## src/rtl/uart_rx_ctrl.sv

```systemverilog
// -----------------------------------------------------------------------------
// uart_rx_ctrl
//
// Receive-side controller for the UART RX path.
//   - Prescaler: generates the per-bit o_half / o_strobe sample pulses for the
//     RX FSM while it holds i_prescaler_en high.
//   - FIFO: buffers completed characters tagged with their parity status and
//     presents the head entry on a valid/ready read port.
//   - Status: sticky overrun / parity-seen flags and a level interrupt.
//
// Optional feature (compile-time macro UART_RX_TIMEOUT_EN):
//   Adds a sticky receive-idle timeout flag on o_timeout, also ORed into o_irq.
//
// Ports:
//   i_clk            clock, baudrate x Oversample
//   i_rst_n          asynchronous active-low reset
//   i_prescaler_en   enables the sample-timing counter (held at 0 otherwise)
//   o_strobe         one-cycle pulse at each bit-period end
//   o_half           one-cycle pulse at each bit-period midpoint
//   i_rx_data        received character
//   i_rx_write_en    one-cycle pulse, i_rx_data / i_parity_error are complete
//   i_parity_error   parity result for the character
//   o_rd_data        head-of-FIFO character
//   o_rd_parity_err  parity tag of the head entry
//   o_rd_valid       FIFO not empty
//   i_rd_ready       host accepts the head entry
//   o_level          current FIFO occupancy
//   o_overrun        sticky: a character was dropped on a full FIFO
//   o_parity_seen    sticky: a character with a parity error was stored
//   i_clr_status     one-cycle pulse clearing all sticky flags
//   o_timeout        sticky idle timeout (only with UART_RX_TIMEOUT_EN)
//   o_irq            level interrupt
//
// Read handshake: an entry transfers on every rising edge where o_rd_valid and
// i_rd_ready are both high. o_rd_valid does not depend on i_rd_ready, and the
// head entry stays stable until it is transferred.
// -----------------------------------------------------------------------------
module uart_rx_ctrl #(
   parameter int DataLength = 8,
   parameter int Oversample = 16,
   parameter int FifoDepth  = 4,
   parameter int IrqLevel   = 1
) (
   input  logic                          i_clk,
   input  logic                          i_rst_n,
   input  logic                          i_prescaler_en,
   output logic                          o_strobe,
   output logic                          o_half,
   input  logic [DataLength-1:0]         i_rx_data,
   input  logic                          i_rx_write_en,
   input  logic                          i_parity_error,
   output logic [DataLength-1:0]         o_rd_data,
   output logic                          o_rd_parity_err,
   output logic                          o_rd_valid,
   input  logic                          i_rd_ready,
   output logic [$clog2(FifoDepth):0]    o_level,
   output logic                          o_overrun,
   output logic                          o_parity_seen,
   input  logic                          i_clr_status,
`ifdef UART_RX_TIMEOUT_EN
   output logic                          o_timeout,
`endif
   output logic                          o_irq
);

   localparam int PtrW = $clog2(FifoDepth);
   localparam int LvlW = PtrW + 1;
   localparam int PcW  = $clog2(Oversample);

   localparam logic [PcW-1:0]  PcLast  = PcW'(Oversample - 1);
   localparam logic [PcW-1:0]  PcHalf  = PcW'(Oversample / 2 - 1);
   localparam logic [LvlW-1:0] LvlFull = LvlW'(FifoDepth);
   localparam logic [LvlW-1:0] LvlIrq  = LvlW'(IrqLevel);

   // ---------------------------------------------------------------------------
   // Prescaler
   // ---------------------------------------------------------------------------
   logic [PcW-1:0] pc;

   always_ff @(posedge i_clk or negedge i_rst_n) begin
      if (!i_rst_n) begin
         pc <= '0;
      end else if (!i_prescaler_en) begin
         pc <= '0;
      end else if (pc == PcLast) begin
         pc <= '0;
      end else begin
         pc <= pc + 1'b1;
      end
   end

   // Oversample is even and >= 4, so PcHalf != PcLast and the pulses never overlap.
   assign o_half   = i_prescaler_en && (pc == PcHalf);
   assign o_strobe = i_prescaler_en && (pc == PcLast);

   // ---------------------------------------------------------------------------
   // FIFO
   // ---------------------------------------------------------------------------
   logic [DataLength:0] mem [FifoDepth];
   logic [PtrW-1:0]     wr_ptr;
   logic [PtrW-1:0]     rd_ptr;
   logic [LvlW-1:0]     count;
   logic                full;
   logic                empty;
   logic                pop;
   logic                push;

   assign full  = (count == LvlFull);
   assign empty = (count == '0);
   assign pop   = !empty && i_rd_ready;
   // A pop in the same cycle frees the slot, so a full FIFO still accepts.
   assign push  = i_rx_write_en && (!full || pop);

   always_ff @(posedge i_clk or negedge i_rst_n) begin
      if (!i_rst_n) begin
         for (int i = 0; i < FifoDepth; i++) begin
            mem[i] <= '0;
         end
         wr_ptr <= '0;
         rd_ptr <= '0;
         count  <= '0;
      end else begin
         if (push) begin
            mem[wr_ptr] <= {i_parity_error, i_rx_data};
            wr_ptr      <= wr_ptr + 1'b1;
         end
         if (pop) begin
            rd_ptr <= rd_ptr + 1'b1;
         end
         if (push && !pop) begin
            count <= count + 1'b1;
         end else if (pop && !push) begin
            count <= count - 1'b1;
         end
      end
   end

   assign o_rd_data       = mem[rd_ptr][DataLength-1:0];
   assign o_rd_parity_err = mem[rd_ptr][DataLength];
   assign o_rd_valid      = !empty;
   assign o_level         = count;

   // ---------------------------------------------------------------------------
   // Sticky status; a set event beats a coincident clear.
   // ---------------------------------------------------------------------------
   logic overrun_q;
   logic parity_seen_q;
   logic overrun_set;
   logic parity_set;

   assign overrun_set = i_rx_write_en && full && !pop;
   assign parity_set  = push && i_parity_error;

   always_ff @(posedge i_clk or negedge i_rst_n) begin
      if (!i_rst_n) begin
         overrun_q     <= 1'b0;
         parity_seen_q <= 1'b0;
      end else begin
         overrun_q     <= overrun_set | (overrun_q & ~i_clr_status);
         parity_seen_q <= parity_set  | (parity_seen_q & ~i_clr_status);
      end
   end

   assign o_overrun     = overrun_q;
   assign o_parity_seen = parity_seen_q;

`ifdef UART_RX_TIMEOUT_EN
   // Four character times of 10 bits each with nothing moving through the FIFO.
   localparam int TimeoutCycles = 4 * 10 * Oversample;
   localparam int IdleW         = $clog2(TimeoutCycles + 1);
   localparam logic [IdleW-1:0] IdleLimit = IdleW'(TimeoutCycles);

   logic [IdleW-1:0] idle_cnt;
   logic             idle_clr;
   logic             timeout_q;
   logic             timeout_set;

   assign idle_clr    = empty || push || pop;
   // Set on the same edge that the counter reaches the limit.
   assign timeout_set = !idle_clr && (idle_cnt == IdleLimit - 1'b1);

   always_ff @(posedge i_clk or negedge i_rst_n) begin
      if (!i_rst_n) begin
         idle_cnt  <= '0;
         timeout_q <= 1'b0;
      end else begin
         if (idle_clr) begin
            idle_cnt <= '0;
         end else if (idle_cnt != IdleLimit) begin
            idle_cnt <= idle_cnt + 1'b1;
         end
         timeout_q <= timeout_set | (timeout_q & ~i_clr_status);
      end
   end

   assign o_timeout = timeout_q;
   assign o_irq     = (count >= LvlIrq) | overrun_q | parity_seen_q | timeout_q;
`else
   assign o_irq     = (count >= LvlIrq) | overrun_q | parity_seen_q;
`endif

endmodule

```

## config.mk

```make
export PLATFORM = sky130hd
export DESIGN_NAME = uart_rx_ctrl
export DESIGN_NICKNAME = d
export VERILOG_FILES = /design/src/rtl/uart_rx_ctrl.sv
export SDC_FILE = /design/constraint.sdc
export NUM_CORES = 1
export LEC_CHECK = 0
export BUFFER_PORTS_ARGS = -buffer_cell sky130_fd_sc_hd__buf_2
export CAP_MARGIN = 20
export CORE_AREA = 2 2 61 75
export DETAILED_ROUTE_END_ITERATION = 10
export DIE_AREA = 0 0 63 77
export PLACE_DENSITY = 0.94
export SYNTH_ARGS = -nofsm -noshare
export SYNTH_HDL_FRONTEND = slang
export SYNTH_SLANG_ARGS = --single-unit
```

## constraint.sdc

```tcl
create_clock -name i_clk -period 2.8 [get_ports i_clk]
set_clock_uncertainty 0.05 [all_clocks]
set_input_delay 0.14 -clock i_clk [delete_from_list [all_inputs] [get_ports i_clk]]
set_output_delay 0.14 -clock i_clk [all_outputs]
set_load 0.02 [all_outputs]
```

==> flow_summary_export.csv <==
group,metric,value,unit
pwr,cellPowerDensity,1219,nW/um^2
global_routing,overflow,0,
synthesis,synth_mux_area_share,30.78,%
worst_setup_path,timing.rr.start,"o_level[0]",
worst_setup_path,cp_cell_sequence,"mux4_2, buf_2",
synthesis,yosys.area_share.xor_xnor,2.505,%
pwr,irDropWorstVdd,0.6441,mV
sta,holdWs,50.60,ps
layout,syn2layout_area_growth,13.29,%
layout,final_layout_size_suffix_gt1_share,47.40,%
pwr,p_leak,1.316,nW
die,ios,33,
placed_design,place.gp.congestion,0.7086,
synthesis,synthAdderAreaFrac,5.112,%
clock_network,cts_tree,"built",
synthesis,netlist_area,2447,um^2
worst_setup_path,path_class,"reg -> out",
synthesis,synth_compound_area_share,2.096,%
clock_network,insertion_delay,300,ps
detailed_routing,drtPass1Iterations,4,
outcome,status,"complete, no violations",
layout,utilization,67.11,%
layout,finalNetCount,216,
layout,mostFrequentLayoutCells,"dfrtp_1 (49), mux2_4 (36), buf_2 (32), ha_1 (10)",
synthesis,synth_top_area_share,50.10,%
worst_setup_path,reg2reg_slack,850,ps
clock_network,htreeDepth,2,
global_routing,track_usage,20.33,%
layout,multi_input_area,1132,um^2
pwr,power,3.381,mW
synthesis,yosysTopAreaCell,"dfrtp_1",
clock_network,clk_path_buf_depth,2,
layout,register_area,1226,um^2
detailed_routing,via_count,1358,
sta,fmax,486.3,MHz
sta,final.period_utilization,73.45,%
global_routing,grt_pass1_vias,1473,
die,core_region_area,4131,um^2
clock_network,cts_root_buf,"clkbuf_8",
layout,layout_commonest_cell,"dfrtp_1",
synthesis,yosys.area_share.simple,5.777,%
layout,num-fill-cells,297,
detailed_routing,post_drt_wl_per_cell,17.15,um
worst_setup_path,path_buf_inv,1,
worst_setup_path,reg2regPathDepth,8,
synthesis,synth_fp_nets,181,
sta,slew_violations,0,
sta,finalSetupViolCount,0,
synthesis,yosys_warnings,0,
clock_network,clock_sinks,49,
job,cap_viol_max_count,0,
synthesis,ys_ff_latch,49,
worst_hold_path,holdPathEnd,"o_overrun",
detailed_routing,drt-vias-per-instance,5.476,
die,start_util,59.24,%
synthesis,synth_cells,156,
worst_setup_path,crit-reg2reg-capture,"o_level[2]",
placed_design,port_buffers,32,
detailed_routing,postRouteAntennaNets,0,
detailed_routing,wl,4254,um
synthesis,seq_area_frac_synth,50.10,%
worst_setup_path,crit_fanout,11,
layout,antennaDiodeCount,0,
worst_setup_path,slowest_stage,"dfrtp_1",
synthesis,synth_area_leaders,"dfrtp_1 (50%), mux2_4 (22%), mux4_2 (8.3%), ha_1 (5.1%), and3_4 (1.8%)",
worst_setup_path,crit_arrival,1870,ps
sta,finalHoldViolCount,0,
detailed_routing,drtIter0Drc,31,
worst_setup_path,critPathTopFamily,"flip-flops",
synthesis,synth_cell_types,24,
synthesis,synth_top_family_by_area,"multiplexers",
clock_network,post_cts_resized,0,
sta,rsz0062_at_grt,"no",
worst_setup_path,crit_path_max_incr_delay,790,ps
die,die_x,63,um
global_routing,antenna_found_initial,0,
placed_design,hpwl,2945,um
clock_network,cts_inserted_buffers,5,
die,floorplan.rows,26,
sta,layout_min_cycle_time,2056,ps
die,design.die.area,4851,um^2
clock_network,cts.clk_slew.worst_paths,90,ps
worst_setup_path,critPathRequiredTime,2610,ps
worst_setup_path,critPathLaunchType,"flip-flop",
sta,worst_pin_slew,682.3,ps
synthesis,synth_area_per_cell,15.69,um^2
global_routing,grt_start_max_net_pins,50,
sta,relSlewSlack,54.51,%
sta,tns,0,ps
worst_hold_path,whs_path_depth,3,
global_routing,grt_pass1_wl,7548,um
worst_hold_path,min_from,"i_clr_status",
worst_hold_path,hold_class,"in -> reg",
die,die_h,77,um
detailed_routing,drc,0,
worst_setup_path,endpoint_kind,"output pin",
-- synth_stat cells --
cell and number:
buf_2 2, buf_6 4, mux4_2 9, mux2i_1 1, o2bb2ai_1 1, and2_1 2, nand4_1 1, xnor2_1 5
a311oi_1 1, o21ai_0 3, nor4_1 1, nand3_1 3, nor2_1 5, and3_4 4, nand2_1 3, a21oi_1 2
inv_1 9, ha_1 10, nand2b_1 1, dfrtp_1 49, mux2_4 36, nand3b_4 1, xor2_1 2, a22o_1 1
-- worst max path at each step --
stage	end	cells past startpoint	start
after floorplan	o_level[2]	8	o_level[0]
after CTS	o_rd_parity_err	2	rd_ptr[0]
after detailed placement	o_level[2]	8	o_level[0]
final	o_rd_parity_err	2	rd_ptr[0]
after global routing	o_rd_parity_err	2	rd_ptr[0]
after global placement	o_level[2]	8	o_level[0]
-- metrics by stage --
step           area (um^2)  setup WS [ps]  std cells
2_1_floorplan         2447          841.6        156
3_3_place_gp          2623          963.7        238
3_5_place_dp          2623          841.3        238
4_1_cts               2743          687.2        246
5_1_grt               2773          627.3        248
6_report              2773          743.5        248
-- sequential cells by signal (all words and copies together) (netlist names) --
| name | cells |
|---|---|
| pc | 4 |
| o_overrun | 1 |
| rd_ptr | 2 |
| mem | 36 |
| wr_ptr | 2 |
| o_parity_seen | 1 |
| o_level | 3 |
-- cell families after synthesis --
logic type,after synthesis
mux,46
xor+xnor,7
fa+ha+maj,10
compound gates,8
buf+inv,15
simple gates,21
flops,49
-- final cells by class --
| type | instances | area share [%] |
|---|---|---|
| tap | 56 | 2.527 |
| multi-input combinational | 92 | 40.84 |
| clock inverter | 2 | 1.354 |
| clock buffer | 6 | 2.978 |
| inverter | 9 | 1.218 |
| sequential | 49 | 44.22 |
| timing repair buffer | 34 | 6.859 |
-- power breakdown --
| part | internal, mW | switching [mW] | leakage (nW) |
|---|---|---|---|
| Combinational | 0.896 | 0.639 | 0.670 |
| Clock | 0.290 | 0.232 | 0.0574 |
| Sequential | 1.04 | 0.286 | 0.589 |
| Total | 2.22 | 1.16 | 1.32 |
-- tightest hold or removal path, cell delays in order --
cell and delay, ps:
buf_2 70, inv_1 40, o2bb2ai_1 110
-- routing by layer --
layer / up-vias / wire (um) / global-route usage (%)
met2: 34 / 2196 / 33.09
met3: 7 / 172 / 4.252
met1: 696 / 1811 / 26.99
li1: 621 / - / -
met4: 0 / 73 / 7.333
met5: - / 0 / 0
-- timing repair --
action	4_1_cts	5_1_grt
endpoints found under the hold margin	0	15
setup buffers	0	0
hold buffers	0	1
(Power assumes the default switching activity.)
